File: config.mk
export PLATFORM = sky130hd
export DESIGN_NAME = instr_encoder
export DESIGN_NICKNAME = d
export VERILOG_FILES = /design/src/rtl/instr_encoder.sv
export SDC_FILE = /design/constraint.sdc
export NUM_CORES = 1
export LEC_CHECK = 0
export BUFFER_PORTS_ARGS = -buffer_cell sky130_fd_sc_hd__buf_4
export CAP_MARGIN = 40
export CELL_PAD_IN_SITES_DETAIL_PLACEMENT = 1
export CELL_PAD_IN_SITES_GLOBAL_PLACEMENT = 1
export CORE_MARGIN = 4
export CORE_UTILIZATION = 36
export CTS_CLUSTER_SIZE = 14
export DETAILED_ROUTE_END_ITERATION = 7
export PLACE_DENSITY_LB_ADDON = 0.1
export SETUP_SLACK_MARGIN = 0.2
export SYNTH_ARGS = -nofsm -noshare
export SYNTH_HDL_FRONTEND = slang
export SYNTH_SLANG_ARGS = --single-unit
File: constraint.sdc
create_clock -name clk -period 2.7 [get_ports clk]
set_input_delay 0.54 -clock clk [delete_from_list [all_inputs] [get_ports clk]]
set_output_delay 0.54 -clock clk [all_outputs]
set_load 0.02 [all_outputs]
File: src/rtl/instr_encoder.sv
// RV32I instruction encoder with a 2-entry output FIFO.
// Illegal requests are consumed and raise a sticky error flag.
module instr_encoder (
    input  logic        clk,
    input  logic        reset,
    input  logic        in_valid_i,
    output logic        in_ready_o,
    input  logic [3:0]  op_i,
    input  logic        imm_sel_i,
    input  logic [4:0]  rd_i,
    input  logic [4:0]  rs1_i,
    input  logic [4:0]  rs2_i,
    input  logic [19:0] imm_i,
    output logic        out_valid_o,
    input  logic        out_ready_i,
    output logic [31:0] instr_o,
    output logic        err_o,
    output logic [15:0] emit_cnt_o
);

    typedef enum logic [1:0] {
        EMPTY = 2'd0,
        ONE   = 2'd1,
        FULL  = 2'd2
    } state_e;

    localparam logic [6:0] OPC_REG = 7'b0110011;
    localparam logic [6:0] OPC_IMM = 7'b0010011;
    localparam logic [6:0] OPC_LUI = 7'b0110111;

    state_e      state_q, state_d;
    logic [31:0] slot0_q, slot0_d;
    logic [31:0] slot1_q, slot1_d;
    logic        err_q, err_d;
    logic [15:0] cnt_q, cnt_d;

    logic        legal;
    logic [31:0] word;
    logic        in_fire;
    logic        push;
    logic        pop;

    // Handshake readiness comes from registered occupancy only.
    assign in_ready_o  = (state_q != FULL);
    assign out_valid_o = (state_q != EMPTY);
    assign instr_o     = out_valid_o ? slot0_q : 32'h0;
    assign err_o       = err_q;
    assign emit_cnt_o  = cnt_q;

    assign in_fire = in_valid_i & in_ready_o;
    assign push    = in_fire & legal;
    assign pop     = out_valid_o & out_ready_i;

    // Encode the request and classify it as legal or illegal.
    always_comb begin
        legal = 1'b0;
        word  = 32'h0;
        case ({op_i, imm_sel_i})
            {4'd0, 1'b0}: begin
                legal = 1'b1;
                word  = {7'b0000000, rs2_i, rs1_i, 3'b000, rd_i, OPC_REG};
            end
            {4'd1, 1'b0}: begin
                legal = 1'b1;
                word  = {7'b0100000, rs2_i, rs1_i, 3'b000, rd_i, OPC_REG};
            end
            {4'd0, 1'b1}: begin
                legal = 1'b1;
                word  = {imm_i[11:0], rs1_i, 3'b000, rd_i, OPC_IMM};
            end
            {4'd3, 1'b1}: begin
                legal = 1'b1;
                word  = {imm_i[11:0], rs1_i, 3'b110, rd_i, OPC_IMM};
            end
            {4'd4, 1'b1}: begin
                legal = (imm_i[11:5] == 7'd0);
                word  = {7'b0000000, imm_i[4:0], rs1_i, 3'b001, rd_i, OPC_IMM};
            end
            {4'd5, 1'b1}: begin
                legal = (imm_i[11:5] == 7'd0);
                word  = {7'b0000000, imm_i[4:0], rs1_i, 3'b101, rd_i, OPC_IMM};
            end
            {4'd2, 1'b1}: begin
                legal = 1'b1;
                word  = {imm_i, rd_i, OPC_LUI};
            end
            default: begin
                legal = 1'b0;
                word  = 32'h0;
            end
        endcase
    end

    // Next-state for occupancy, slot contents, error flag and counter.
    // slot0 always holds the oldest word; slot1 the younger one.
    always_comb begin
        state_d = state_q;
        slot0_d = slot0_q;
        slot1_d = slot1_q;
        err_d   = err_q | (in_fire & ~legal);
        cnt_d   = cnt_q + {15'd0, pop};
        case (state_q)
            EMPTY: begin
                if (push) begin
                    slot0_d = word;
                    state_d = ONE;
                end
            end
            ONE: begin
                case ({push, pop})
                    2'b10: begin
                        slot1_d = word;
                        state_d = FULL;
                    end
                    2'b01: state_d = EMPTY;
                    2'b11: slot0_d = word;
                    default: state_d = ONE;
                endcase
            end
            FULL: begin
                if (pop) begin
                    slot0_d = slot1_q;
                    state_d = ONE;
                end
            end
            default: state_d = EMPTY;
        endcase
    end

    // State registers with synchronous reset that drops all contents.
    always_ff @(posedge clk) begin
        if (reset) begin
            state_q <= EMPTY;
            slot0_q <= 32'h0;
            slot1_q <= 32'h0;
            err_q   <= 1'b0;
            cnt_q   <= 16'h0;
        end else begin
            state_q <= state_d;
            slot0_q <= slot0_d;
            slot1_q <= slot1_d;
            err_q   <= err_d;
            cnt_q   <= cnt_d;
        end
    end

endmodule
==> out/metrics.yaml, run 1 <==
status:
  status: "complete, no violations"
worst_setup_path:
  crit_slowest_cell: "or4_4"
  r2r_end: "emit_cnt_o[10]"
  path_buf_inv: 2
  ff2ff_setup_slack_ns: 0.44
  r2r_start: "state_q[0]"
  cp_top_family: "simple AND/OR/NAND/NOR gates"
  path_max_fanout: 19
  end_kind: "register"
  path_class: "primary input to register"
  crit_arrival_ns: 2.63
  reg2reg_depth: 10
  startpoint_type: "primary input"
  required_ns: 2.97
  crit_chain: "buf_4 > or4_4 > nor4_4 > o21a_1 > and3_4 > ha_1 > and2_1 > buf_12 > o211ai_1 > a21oi_1"
  cp_num_cells: 10
  slowest_delay_ns: 0.54
synthesis:
  async_flop_share: 0
  synthAdderAreaFrac: 0.0154
  syn_inst: 486
  ys.flop_type: "dfxtp_1"
  synthXorXnorAreaFrac: 0.0367
  synth_edf_count: 0
  yosysWarnings: 0
  synth-simple-area-share: 0.280
  avgSynthCellArea_um2: 8.35
  synth.top_cell.area_share: 0.370
  synth_top_family_by_area: "simple AND/OR/NAND/NOR gates"
  ys_seq_area_frac: 0.370
  synth_area_leaders: "dfxtp_1 (37%), nor2b_1 (5.6%), nand2_1 (5.0%)"
  syn-cell-area_mm2: 0.00406
  yosysUniqueCellTypes: 53
  netlist.top_cell.by_area: "dfxtp_1"
  synth_seq_cells: 75
  synthMuxAreaShare: 0.00247
  synth_compound_area_frac: 0.229
clock_tree:
  ctsHoldBuffers: 0
  cts_buffers: 9
  clock_path_buffers: 2
  clkTransAtPathRegs_ns: 0.06
  cts_resized: 0
  htreeDepth: 3
  clockRootBuffer: "clkbuf_16"
  tritoncts: "yes"
  clk_latency_ns: 0.34
  numClockSinks: 75
  post_cts_buffers: 0
min_path:
  min_to: "slot1_q[18]"
  hp-class: "register to register"
  min_path_cells: 2
  min_from: "slot1_q[18]"
global_route:
  antenna_found_initial: 0
  grt_start_max_net_pins: 37
  grt_pass1_wl_mm: 21.5
  track_usage: 0.206
  grt-ovfl-total: 0
  grt_pass1_vias: 4179
sta:
  layout_min_cycle_time_ns: 2.35
  tightest_slew_ns: 0.598
  min_period_over_period: 0.872
  fmax_mhz: 425
  fin_ws_ns: 0.346
  slew_headroom: 0.598
  fin_setup_tns_ns: 0
  clock_skew_ns: 0.00413
  hold_viol_final: 0
  slew_viol_final: 0
  setup_viol: 0
  rsz0062_at_grt: "false"
layout:
  multi_input_area_mm2: 0.00236
  area_growth_pct: 32.6
  drive_gt1_frac: 0.300
  antenna_cells: 0
  nNetsFinal: 625
  num-fill-cells: 1310
  regArea_mm2: 0.00150
power:
  p_per_area_mw_per_mm2: 513
  p_leak_nw: 1.97
  vdd_drop_max_mv: 0.341
floorplan:
  dieArea_mm2: 0.0130
  die_height_um: 114
  initial_core_util: 0.371
  core_mm2: 0.0109
  io_pins: 95
  dieWidth_um: 114
  rows: 38
placement:
  port_buffers: 92
  dp_hpwl_mm: 9.43
  gp_congestion: 0.795
  dp_slack_ns: -0.0775
job:
  maxCapViolCount: 0
route:
  first_pass_iters: 4
  drt-initial-drc-count: 146
  detail-route-antenna-nets: 0
  dr.max_layer_used: "met4"
  wl_per_cell_um: 18.2
  vias_per_cell: 5.39
  dr_wl_met2_mm: 6.28
  met1Wirelength_mm: 6.21
  drc: 0
  vias: 3878
  drt-total-wl_mm: 13.1
  wl_met3_um: 451
state kept, by name (all words and copies together) (netlist names):
signal and flops:
emit_cnt_o 16, state_q 2, slot0_q 28, slot1_q 28, err_o 1
routing by layer:
layer,global-route usage,vias to the layer above
li1,-,1901
met1,0.272,1893
met2,0.343,75
met3,0.0407,9
met4,0.0554,0
met5,0,-
worst reg2reg max path, stage by stage (launching register included):
cell and delay [ns]:
dfxtp_1 0.48, nor2_2 0.08, inv_1 0.09, nand2_1 0.13, inv_1 0.19, ha_1 0.21, ha_1 0.19, and2_0 0.35
nand4_1 0.18, xor2_1 0.18, nor2_1 0.06
cell usage after synthesis (2+ instances only):
cell type and n:
o21bai_1 2, a21o_1 2, inv_1 6, nand4_1 5
buf_1 4, dfxtp_1 75, o21a_1 2, a311oi_2 5
o2bb2ai_1 5, a22oi_1 7, xnor2_1 5, nand2b_1 14
nor3_1 29, clkbuf_1 22, nor4_2 2, nand3_1 22
buf_2 11, a22o_1 11, buf_4 6, o211ai_1 2
a21oi_1 39, nor2_1 34, and2_1 6, nand3b_1 3
a211oi_2 9, ha_1 5, buf_6 2, and3_1 4
nor2b_1 36, and2_0 2, o221ai_2 6, xor2_1 12
a311oi_1 8, a211oi_1 6, a31oi_1 6, nand2_1 54
cell families (layout without fill, tap and decap cells):
logic type | count (synthesis) | in the layout
mux | 1 | 1
flops | 75 | 75
xor+xnor | 17 | 17
simple gates | 219 | 219
compound gates | 116 | 116
buf+inv | 52 | 145
other cells | 1 | 2
fa+ha+maj | 5 | 5
cell usage in the layout (no fill, tap or decap), drive strengths merged, types with 4 or more instances in the layout:
cell / n
nand4: 5
nor2b: 36
ha: 5
nor2: 34
o2bb2ai: 5
a21oi: 39
nand3: 22
inv: 6
clkbuf: 11
a22oi: 7
and2: 8
nor4: 4
xor2: 12
dfxtp: 75
buf: 124
o221ai: 6
a22o: 11
xnor2: 5
nand2b: 14
nor3: 29
a211oi: 15
a311oi: 13
nand2: 54
and3: 4
a31oi: 6
per-stage QoR:
step,total power [W],utilization,std cells,hold WS [ns],instance area (µm²)
after floorplan,0.00126,-,487,0.427,4130
after global placement,0.00137,0.460,705,0.434,5030
after detailed placement,0.00138,0.460,705,0.444,5030
after CTS,0.00278,0.491,720,0.451,5370
after global routing,0.00285,0.492,720,0.470,5380
final,0.00276,0.492,720,0.452,5380
worst max path at each step:
| stage | from | endpoint | slack [ns] |
|---|---|---|---|
| 6_report | imm_i[7] | slot1_q[30] | 0.35 |
| 4_1_cts | imm_i[7] | slot0_q[20] | 0.27 |
| 3_5_place_dp | imm_i[7] | slot0_q[20] | -0.08 |
| 2_1_floorplan | imm_i[7] | slot1_q[4] | 0.19 |
| 3_3_place_gp | imm_i[7] | slot0_q[22] | 0.03 |
| 5_1_grt | state_q[1] | emit_cnt_o[10] | 0.20 |
area by class of cell:
cell class / instances / area share
inverter: 6 / 0.00419
sequential: 75 / 0.279
timing repair buffer: 124 / 0.182
clock buffer: 11 / 0.0451
tap: 140 / 0.0326
multi-input combinational: 360 / 0.438
clock inverter: 4 / 0.0184
power breakdown:
group	internal, W	switching (W)
clock network	0.000925	0.000484
logic	0.000105	0.000128
registers	0.00111	0.00000435
Note: power is estimated with default switching activity, not from simulation.
==> inputs of run 2 (changes only) <==
BUFFER_PORTS_ARGS = unset   (was -buffer_cell sky130_fd_sc_hd__buf_4)
CORE_UTILIZATION = 42   (was 36)
DONT_BUFFER_PORTS = 1   (was unset)
==> run 2 against run 1 <==
Effect of this change:
- clock power shrank 26%
- count of clock-buffer cells in the layout shrank 1
- global-route usage grew 0.34 points
- clock skew increased by 0.0022 ns
- hold slack worse by 0.19 ns
- critical path type unchanged
==> out/metrics.yaml, run 2 (synthesis results as in run 1) <==
worst_setup_path:
  cp_num_cells: 9  # -1
  r2r_start: "state_q[1]"
  required_ns: 2.95  # -0.02 ns
  crit_chain: "or4_4 > nor4_4 > o21a_1 > and3_4 > ha_4 > a21o_1 > buf_12 > nor3_1 > a311oi_1"
  path_max_fanout: 12  # -7
  path_class: "primary input to register"
  crit_arrival_ns: 2.62  # about the same
  startpoint_type: "primary input"
  crit_slowest_cell: "or4_4"
  ff2ff_setup_slack_ns: 0.57  # +0.13 ns
  reg2reg_depth: 8  # -2
  slowest_delay_ns: 0.53  # about the same
  cp_top_family: "simple AND/OR/NAND/NOR gates"
  crit_start: "imm_i[7]"
  r2r_end: "slot0_q[12]"
  crit_path_end: "slot0_q[12]"
  path_buf_inv: 1  # -1
  end_kind: "register"
sta:
  min_period_over_period: 0.878  # +0.00571
  setup_viol: 0  # unchanged
  tightest_slew_ns: 0.758  # +0.160 ns
  fmax_mhz: 422  # -0.65%
  fin_setup_tns_ns: 0  # unchanged
  whs_ns: 0.264  # -0.188 ns
  fin_ws_ns: 0.331  # -0.0154 ns
  clock_skew_ns: 0.00634  # +0.00221 ns
  layout_min_cycle_time_ns: 2.37  # +0.0154 ns
  slew_viol_final: 0  # unchanged
  slew_headroom: 0.490  # -0.108
  hold_viol_final: 0  # unchanged
  rsz0062_at_grt: "false"
power:
  p_total_w: 0.00230  # -17%
  vdd_drop_max_mv: 0.274  # -20%
  p_per_area_mw_per_mm2: 514  # +0.15%
  p_leak_nw: 1.40  # -29%
layout:
  antenna_cells: 0  # unchanged
  drive_gt1_frac: 0.149  # -0.151
  final_cell_mix: "dfxtp_1 (75), nand2_1 (54), a21oi_1 (38), nor2b_1 (35), nor2_1 (33)"
  area_growth_pct: 10.2
  final_common_cell: "dfxtp_1"
  nNetsFinal: 522  # -16%
  final_util: 0.479  # -0.0126
route:
  wl_met3_um: 582  # +29%
  wl_per_cell_um: 19.0  # +4.5%
  dr_wl_met2_mm: 5.46  # -13%
  vias_per_cell: 5.77  # +7.1%
  drc: 0  # unchanged
  drt-total-wl_mm: 11.5  # -12%
  drt-initial-drc-count: 80  # -45%
  vias: 3500  # -9.7%
  detail-route-antenna-nets: 0  # unchanged
  met1Wirelength_mm: 5.37  # -14%
  dr.max_layer_used: "met4"
  first_pass_iters: 4  # unchanged
floorplan:
  dieWidth_um: 106  # -6.9%
  die_height_um: 106  # -6.9%
  core_mm2: 0.00933  # -15%
  initial_core_util: 0.435  # +0.0639
  io_pins: 95  # unchanged
  dieArea_mm2: 0.0113  # -13%
  rows: 35  # -7.9%
placement:
  port_buffers: 0  # -100%
  dp_hpwl_mm: 8.15  # -14%
  dp_slack_ns: 0.0118  # +0.0893 ns
  gp_congestion: 0.745  # -6.3%
global_route:
  grt-ovfl-total: 0  # unchanged
  grt_pass1_vias: 3691  # -12%
  track_usage: 0.209  # +0.00343
  antenna_found_initial: 0  # unchanged
  grt_pass1_wl_mm: 18.8  # -12%
  grt_start_max_net_pins: 59  # +59%
clock_tree:
  clk_latency_ns: 0.35  # about the same
  post_cts_buffers: 0  # unchanged
  htreeDepth: 3  # unchanged
  numClockSinks: 75  # unchanged
  cts_resized: 0  # unchanged
  clock_path_buffers: 2  # unchanged
  tritoncts: "yes"
  clkTransAtPathRegs_ns: 0.08  # +0.02 ns
  ctsHoldBuffers: 0  # unchanged
  clockRootBuffer: "clkbuf_8"
  cts_buffers: 9  # unchanged
job:
  maxCapViolCount: 0  # unchanged
status:
  status: "complete, no violations"
min_path:
  hp-class: "primary input to register"
==> run 2: cell count changes in the layout (fill, tap and decap cells not counted) <==
| cell | delta |
|---|---|
| and2_1 | -1 |
| a21o_1 | +1 |
| a21o_4 | -1 |
| clkbuf_8 | +8 |
| clkbuf_16 | -9 |
| inv_6 | +1 |
| buf_12 | -1 |
| clkinv_2 | +1 |
| and2_0 | +1 |
| buf_4 | -102 |
==> run 2: worst min path at each step <==
stage / startpoint / endpoint / depth (start not counted)
after floorplan: slot1_q[15] / slot1_q[15] / 2
after global placement: slot1_q[16] / slot1_q[16] / 2
after detailed placement: slot1_q[19] / slot1_q[19] / 2
after CTS: reset / slot0_q[19] / 1
after global routing: reset / emit_cnt_o[5] / 1
final: reset / emit_cnt_o[5] / 1
==> run 2: per-layer routing <==
layer  GRT usage  vias up
met2       0.354       74
met5           0        -
met3      0.0589        9
li1            -     1685
met1       0.266     1732
met4      0.0444        0
==> run 2: cell type report <==
type,instances,area [µm²]
fillers,1126,4860
multi-input cells,360,2350
flip-flops and latches,75,1500
repair buffers,21,195
well taps,129,161
clock buffers,10,128
clock inverters,6,113
inverters,6,22.5
==> run 2: per-stage QoR <==
step                      instances  cell area (µm²)
after floorplan                 487             4130
after global placement          591             4230
after detailed placement        591             4230
after CTS                       607             4470
after global routing            607             4470
final                           607             4470
==> run 2: power breakdown <==
part	switching, W	internal [W]
registers	0.00000602	0.00111
clock network	0.000437	0.000618
logic	0.0000712	0.0000542
